### src/rtl/axis_beam_pkg.sv
// Shared helpers for the beam combiner: accumulator width, clamp bounds
// and the bit offset of one sample inside the packed multi-channel buses.
package axis_beam_pkg;

  // Width that holds the sum of `channels` signed samples without overflow.
  function automatic int sum_width(input int sample_width, input int channels);
    return sample_width + $clog2(channels);
  endfunction

  // Largest positive value representable in sample_width signed bits.
  function automatic longint sat_max(input int sample_width);
    return (longint'(1) <<< (sample_width - 1)) - 1;
  endfunction

  // Most negative value representable in sample_width signed bits.
  function automatic longint sat_min(input int sample_width);
    return -(longint'(1) <<< (sample_width - 1));
  endfunction

  // LSB position of sample `samp` of channel `chan` in a packed input bus.
  function automatic int slice_lo(input int chan, input int samp,
                                  input int samples, input int sample_width);
    return (chan * samples + samp) * sample_width;
  endfunction

endpackage

### src/rtl/beam_sum_lane.sv
// One sample lane: masked sum across channels (stage 1), then arithmetic
// shift and clamp/wrap back to the sample width (stage 2).
module beam_sum_lane
  import axis_beam_pkg::*;
#(
  parameter int CHANNELS     = 4,
  parameter int SAMPLE_WIDTH = 16,
  parameter int SHIFT        = 2,
  parameter int SATURATE     = 1
) (
  input  logic                             clock,
  input  logic                             reset,
  input  logic                             load_sum,
  input  logic                             load_out,
  input  logic [CHANNELS-1:0]              chan_mask,
  input  logic [CHANNELS*SAMPLE_WIDTH-1:0] samples_in,
  output logic [SAMPLE_WIDTH-1:0]          sample_out
);

  localparam int SUM_W = sum_width(SAMPLE_WIDTH, CHANNELS);
  localparam logic signed [SUM_W-1:0] MAX_V = SUM_W'(sat_max(SAMPLE_WIDTH));
  localparam logic signed [SUM_W-1:0] MIN_V = SUM_W'(sat_min(SAMPLE_WIDTH));

  logic signed [SUM_W-1:0]        sum_next;
  logic signed [SUM_W-1:0]        sum_q;
  logic signed [SUM_W-1:0]        shifted;
  logic        [SAMPLE_WIDTH-1:0] out_next;

  // Full-width sum of the enabled channels; disabled channels add nothing.
  always_comb begin
    // NOTE: every always_comb output gets a default first so no path can infer a latch.
    sum_next = '0;
    for (int c = 0; c < CHANNELS; c++) begin
      if (chan_mask[c]) begin
        sum_next = sum_next + SUM_W'($signed(samples_in[c*SAMPLE_WIDTH +: SAMPLE_WIDTH]));
      end
    end
  end

  // Scale the registered sum, then clamp or keep the low bits.
  always_comb begin
    shifted  = sum_q >>> SHIFT;
    out_next = shifted[SAMPLE_WIDTH-1:0];
    if (SATURATE != 0) begin
      if (shifted > MAX_V)      out_next = MAX_V[SAMPLE_WIDTH-1:0];
      else if (shifted < MIN_V) out_next = MIN_V[SAMPLE_WIDTH-1:0];
    end
  end

  // Pipeline registers for this lane, loaded by the shared control.
  always_ff @(posedge clock) begin
    // NOTE: sequential state uses non-blocking assignments so every register samples pre-edge values.
    if (reset) begin
      // NOTE: datapath registers are cleared too because the output data must read zero after reset.
      sum_q      <= '0;
      sample_out <= '0;
    end else begin
      if (load_sum) sum_q      <= sum_next;
      if (load_out) sample_out <= out_next;
    end
  end

endmodule

### src/rtl/axis_beam_combiner.sv
// Joins CHANNELS complex AXI-Stream inputs in lockstep and emits their
// masked, scaled sum through a two-stage stallable pipeline.
module axis_beam_combiner
  import axis_beam_pkg::*;
#(
  parameter int  CHANNELS     = 4,
  parameter int  SAMPLE_WIDTH = 16,
  parameter int  SAMPLES      = 8,
  parameter int  SHIFT        = 2,
  parameter int  SATURATE     = 1,
  localparam int DATA_WIDTH   = SAMPLES * SAMPLE_WIDTH,
  localparam int KEEP_WIDTH   = DATA_WIDTH / 8
) (
  input  logic                           clock,
  input  logic                           reset,
  input  logic [CHANNELS-1:0]            chan_mask,
  input  logic [CHANNELS*DATA_WIDTH-1:0] s_axis_real_tdata,
  input  logic [CHANNELS*DATA_WIDTH-1:0] s_axis_imag_tdata,
  input  logic [CHANNELS-1:0]            s_axis_real_tvalid,
  input  logic [CHANNELS-1:0]            s_axis_imag_tvalid,
  output logic [CHANNELS-1:0]            s_axis_real_tready,
  output logic [CHANNELS-1:0]            s_axis_imag_tready,
  input  logic [CHANNELS-1:0]            s_axis_real_tlast,
  input  logic [CHANNELS-1:0]            s_axis_imag_tlast,
  output logic [DATA_WIDTH-1:0]          m_axis_real_tdata,
  output logic [DATA_WIDTH-1:0]          m_axis_imag_tdata,
  output logic [KEEP_WIDTH-1:0]          m_axis_real_tkeep,
  output logic [KEEP_WIDTH-1:0]          m_axis_imag_tkeep,
  output logic                           m_axis_tvalid,
  output logic                           m_axis_tlast,
  input  logic                           m_axis_tready,
  output logic                           err_tlast_mismatch,
  output logic [31:0]                    frame_count
);

  logic s1_valid, s1_last;
  logic join_ok, ref_last, last_err;
  logic adv_out, s1_ready, fire;
  logic [SAMPLES-1:0][CHANNELS*SAMPLE_WIDTH-1:0] real_lane_in, imag_lane_in;

  // Join check: every enabled channel valid on both rails; tlast reference
  // is the real tlast of the lowest enabled channel.
  always_comb begin
    join_ok  = |chan_mask;
    ref_last = 1'b0;
    last_err = 1'b0;
    for (int c = CHANNELS - 1; c >= 0; c--) begin
      if (chan_mask[c]) ref_last = s_axis_real_tlast[c];
    end
    for (int c = 0; c < CHANNELS; c++) begin
      if (chan_mask[c]) begin
        if (!(s_axis_real_tvalid[c] && s_axis_imag_tvalid[c])) join_ok = 1'b0;
        if (s_axis_real_tlast[c] != ref_last || s_axis_imag_tlast[c] != ref_last) last_err = 1'b1;
      end
    end
  end

  assign adv_out  = s1_valid && (!m_axis_tvalid || m_axis_tready);
  assign s1_ready = !s1_valid || adv_out;
  assign fire     = join_ok && s1_ready && !reset;

  assign s_axis_real_tready = {CHANNELS{fire}};
  assign s_axis_imag_tready = {CHANNELS{fire}};
  assign m_axis_real_tkeep  = {KEEP_WIDTH{m_axis_tvalid}};
  assign m_axis_imag_tkeep  = {KEEP_WIDTH{m_axis_tvalid}};

  // Pipeline occupancy, frame tag, sticky tlast error and frame counter.
  always_ff @(posedge clock) begin
    if (reset) begin
      s1_valid           <= 1'b0;
      s1_last            <= 1'b0;
      m_axis_tvalid      <= 1'b0;
      m_axis_tlast       <= 1'b0;
      err_tlast_mismatch <= 1'b0;
      frame_count        <= '0;
    end else begin
      if (fire) begin
        s1_valid <= 1'b1;
        s1_last  <= ref_last;
        if (last_err) err_tlast_mismatch <= 1'b1;
      end else if (adv_out) begin
        s1_valid <= 1'b0;
      end
      if (adv_out) begin
        m_axis_tvalid <= 1'b1;
        m_axis_tlast  <= s1_last;
      end else if (m_axis_tready) begin
        m_axis_tvalid <= 1'b0;
      end
      if (m_axis_tvalid && m_axis_tready && m_axis_tlast) frame_count <= frame_count + 32'd1;
    end
  end

  for (genvar s = 0; s < SAMPLES; s++) begin : g_lane
    for (genvar c = 0; c < CHANNELS; c++) begin : g_gather
      assign real_lane_in[s][c*SAMPLE_WIDTH +: SAMPLE_WIDTH] =
        s_axis_real_tdata[slice_lo(c, s, SAMPLES, SAMPLE_WIDTH) +: SAMPLE_WIDTH];
      assign imag_lane_in[s][c*SAMPLE_WIDTH +: SAMPLE_WIDTH] =
        s_axis_imag_tdata[slice_lo(c, s, SAMPLES, SAMPLE_WIDTH) +: SAMPLE_WIDTH];
    end

    beam_sum_lane #(
      .CHANNELS(CHANNELS), .SAMPLE_WIDTH(SAMPLE_WIDTH), .SHIFT(SHIFT), .SATURATE(SATURATE)
    ) u_real (
      .clock(clock), .reset(reset), .load_sum(fire), .load_out(adv_out),
      .chan_mask(chan_mask), .samples_in(real_lane_in[s]),
      .sample_out(m_axis_real_tdata[s*SAMPLE_WIDTH +: SAMPLE_WIDTH])
    );

    beam_sum_lane #(
      .CHANNELS(CHANNELS), .SAMPLE_WIDTH(SAMPLE_WIDTH), .SHIFT(SHIFT), .SATURATE(SATURATE)
    ) u_imag (
      .clock(clock), .reset(reset), .load_sum(fire), .load_out(adv_out),
      .chan_mask(chan_mask), .samples_in(imag_lane_in[s]),
      .sample_out(m_axis_imag_tdata[s*SAMPLE_WIDTH +: SAMPLE_WIDTH])
    );
  end

endmodule
### config.mk
export PLATFORM = sky130hd
export DESIGN_NAME = axis_beam_combiner
export DESIGN_NICKNAME = d
export VERILOG_FILES = /design/src/rtl/axis_beam_pkg.sv /design/src/rtl/beam_sum_lane.sv /design/src/rtl/axis_beam_combiner.sv
export SDC_FILE = /design/constraint.sdc
export NUM_CORES = 2
export LEC_CHECK = 0
export CELL_PAD_IN_SITES_DETAIL_PLACEMENT = 1
export CELL_PAD_IN_SITES_GLOBAL_PLACEMENT = 2
export CORE_AREA = 2 2 537 539
export CTS_CLUSTER_DIAMETER = 200
export DETAILED_ROUTE_END_ITERATION = 6
export DIE_AREA = 0 0 539 541
export PLACE_DENSITY = 0.68
export SYNTH_ARGS = -nofsm -noshare
export SYNTH_HDL_FRONTEND = slang
export SYNTH_SLANG_ARGS = --single-unit
### constraint.sdc
create_clock -name clock -period 30 [get_ports clock]
set_input_delay 6 -clock clock [delete_from_list [all_inputs] [get_ports clock]]
set_output_delay 6 -clock clock [all_outputs]
set_load 0.01 [all_outputs]
==> results.tsv <==
stage	metric	value	unit
logic_synthesis	synthDistinctLibCells	89	
flow_run	maxCapViolCount	0	
route	vias_per_cell	5.29	
global_routing	overflow	0	
layout	most-common-layout-cells	clkdlybuf4s50_1 (1,372), nand2_1 (1,291), a21oi_1 (968)	
floorplan	start_util	0.222	
logic_synthesis	synth.avg_cell_area	7.26	sq um
logic_synthesis	synthXorXnorAreaFrac	0.0972	
layout	final_core_util	0.293	
cts	cts_buffers	57	
logic_synthesis	yosysTopAreaCellShare	0.173	
pwr	total_power	3.92	mW
worst_setup_path	crit_fanout	71	
logic_synthesis	synth_top_cell_by_area	dfxtp_1	
timing	setup_slack	15480	ps
floorplan	dieArea	292000	sq um
logic_synthesis	syn_nets	10596	
logic_synthesis	synth-seq-area-share	0.173	
route	first_iter_violations	6315	
timing	setup_violations	0	
pwr	p_leak	34.1	nW
timing	post-route-min-period	14520	ps
timing	hold_slack	450	ps
global_routing	antenna_found_initial	297	
route	firstDrtPassIters	5	
timing	final.setup.tns	0	ps
worst_setup_path	r2r-start	m_axis_tvalid$_SDFFE_PP0P_	
floorplan	die_y	541	microns
route	wl_per_cell	32.3	microns
worst_setup_path	cp_slowest_stage_delay	620	ps
worst_setup_path	end_kind	output pin	
layout	fill_cells	34628	
logic_synthesis	netlist_area	63600	sq um
layout	fin_area	83900	sq um
hold_path	hold_class	reg2reg	
layout	synthToLayoutAreaGrowth	31.9	%
worst_setup_path	crit_chain	buf_8 > buf_4 > inv_2 > a31oi_1 > nand3_4 > inv_8 > clkdlybuf4s50_1	
outcome	status	finished clean	
logic_synthesis	synth-simple-area-share	0.213	
worst_setup_path	path_class	in2out	
placed_design	dp_slack	15170	ps
logic_synthesis	synth_top_family_by_area	compound AO/OA/AOI/OAI gates	
route	drc	0	
logic_synthesis	synthTopCellsByArea	dfxtp_1 (17%), ha_1 (15%), nand2_1 (7.6%)	
floorplan	core-area	286000	sq um
pwr	ir_worst_vdd	0.0000438	V
global_routing	grt_usage	0.292	
global_routing	grt_start_max_net_pins	183	
worst_setup_path	crit_path_start	chan_mask[0]	
timing	slew_violations	0	
timing	worst_pin_slew	1450	ps
global_routing	grt_pass1_vias	69738	
placed_design	dp_hpwl	385000	microns
logic_synthesis	ys_warn_count	0	
pwr	powerDensity	46.7	nW/um^2
worst_setup_path	slowest_stage	clkdlybuf4s50_1	
logic_synthesis	synth_compound_area_frac	0.270	
logic_synthesis	ys_seq_elements	549	
cts	cts-resized-gates	0	
layout	final_cells	13829	
timing	hold_viol_final	0	
floorplan	num_rows	197	
cts	root_buffer	clkbuf_16	
logic_synthesis	synth_adder_area_share	0.166	
placed_design	place_congestion	0.992	
cts	clk_latency	680	ps
timing	maxSlewHeadroom	0.0233	
worst_setup_path	cp_data_arrival_time	8520	ps
logic_synthesis	synth.area.mux_share	0.0306	
hold_path	hold_start	g_lane[0].u_real.sum_q[5]$_SDFFE_PP0P_	
worst_setup_path	crit_family	buffers and inverters	
cts	cts_tree	done	
floorplan	die_w	539	microns
logic_synthesis	synth_top_flop_cell	dfxtp_1	
placed_design	dpl_cell_area	81500	sq um
floorplan	ios	1378	
logic_synthesis	synth_edf_count	0	
cts	clockBufferDepth	3	
global_routing	grt_pass1_wl	597000	microns
cts	cts_setup_buffers	0	
timing	skew	44.0	ps
worst_setup_path	worstPathBufferInverterCount	5	
route	vias	73157	
worst_setup_path	cp-start-kind	primary input	
worst_setup_path	required	24000	ps
placed_design	port_buffers	1377	
layout	layout-drive-gt1-share	0.0473	
route	wl	447000	microns
cts	clkSinkCount	549	
placed_design	dp_cells	13606	
route	ant_nets	0	
cts	post_cts_hold_buffer_count	0	
logic_synthesis	syn_inst	8764	
cts	ctsHtreeMaxLevel	2	
layout	layout_commonest_cell	clkdlybuf4s50_1	
layout	nNetsFinal	11716	
timing	fmax	0.0689	GHz
logic_synthesis	async_flop_share	0	
timing	rsz0062_at_grt	no	
cts	clk_pin_slew	60	ps
timing	finalCritPeriodShare	0.484	
power breakdown:
| group | internal (mW) | switching (mW) |
|---|---|---|
| clock network | 0.487 | 0.356 |
| registers | 0.753 | 0.0278 |
| logic | 0.878 | 1.42 |
registers in the layout, summed over array words and instances, names as in the netlist:
| register | count |
|---|---|
| err_tlast_mismatch | 1 |
| frame_count | 32 |
| g_lane.u_imag.sample_out | 128 |
| g_lane.u_imag.sum_q | 128 |
| g_lane.u_real.sample_out | 128 |
| g_lane.u_real.sum_q | 128 |
| m_axis_tlast | 1 |
| m_axis_tvalid | 1 |
| s1_last | 1 |
| s1_valid | 1 |
kinds of logic (layout without fill, tap and decap cells):
kind of cell / after synthesis / after routing
simple gates: 2997 / 2997
compound gates: 2705 / 2705
fa+ha+maj: 832 / 832
buf+inv: 803 / 1969
xor+xnor: 696 / 696
flops: 549 / 549
mux: 182 / 182
other cells: 0 / 118
synth_stat cells (43+ instances only):
cell	n
mux2_2	97
o31ai_1	54
maj3_1	47
nor3_1	161
nand3_1	143
nor2_1	712
xor2_1	260
buf_1	54
xnor2_1	430
and3_1	72
a21o_1	236
dfxtp_1	549
nand2b_1	100
clkbuf_1	321
nand2_1	1292
mux2i_1	84
a31oi_1	90
inv_1	357
and2_1	175
o211ai_1	93
buf_4	43
or3_1	68
nor2b_1	81
o21a_1	103
a211oi_1	154
a221o_1	52
nand4_1	46
a21oi_1	968
ha_1	753
o21ai_0	478
routing by layer:
layer / vias up / part of all wire / GRT usage / routed length, microns
met5: - / 0.0017 / 0 / 761
met4: 122 / 0.025 / 0.0738 / 11200
met3: 556 / 0.083 / 0.0724 / 37000
met2: 2760 / 0.39 / 0.403 / 173000
met1: 36026 / 0.50 / 0.441 / 225000
li1: 33693 / - / - / -
path summary, 6_finish.rpt:
path                                                               endpoint  slack [ps]  cells past startpoint
worst max-delay path                                  s_axis_real_tready[2]       15480                      7
worst min-delay path            g_lane[0].u_real.sample_out[3]$_SDFFE_PP0P_         450                      2
worst max register to register      g_lane[0].u_real.sum_q[15]$_SDFFE_PP0P_       25100                     11
worst min register to register  g_lane[0].u_real.sample_out[3]$_SDFFE_PP0P_         450                      2
worst reg2reg max path, delay by kind of cell, from the launching register on:
family | cells | cell delay (ps)
compound gates | 3 | 830
flops | 1 | 660
buf+inv | 4 | 1420
simple gates | 4 | 1880
area by class of cell:
| cell class | instances | area [sq um] | share of cell area |
|---|---|---|---|
| Multi-Input combinational cell | 7412 | 49600 | 0.591 |
| Timing Repair Buffer | 1505 | 14800 | 0.177 |
| Sequential cell | 549 | 11000 | 0.131 |
| Tap cell | 3781 | 4730 | 0.0564 |
| Clock buffer | 70 | 1580 | 0.0188 |
| Inverter | 359 | 1370 | 0.0163 |
| Clock inverter | 35 | 552 | 0.00658 |
| Antenna cell | 118 | 295 | 0.00352 |
No activity file was read; power rests on OpenSTA's default activity.
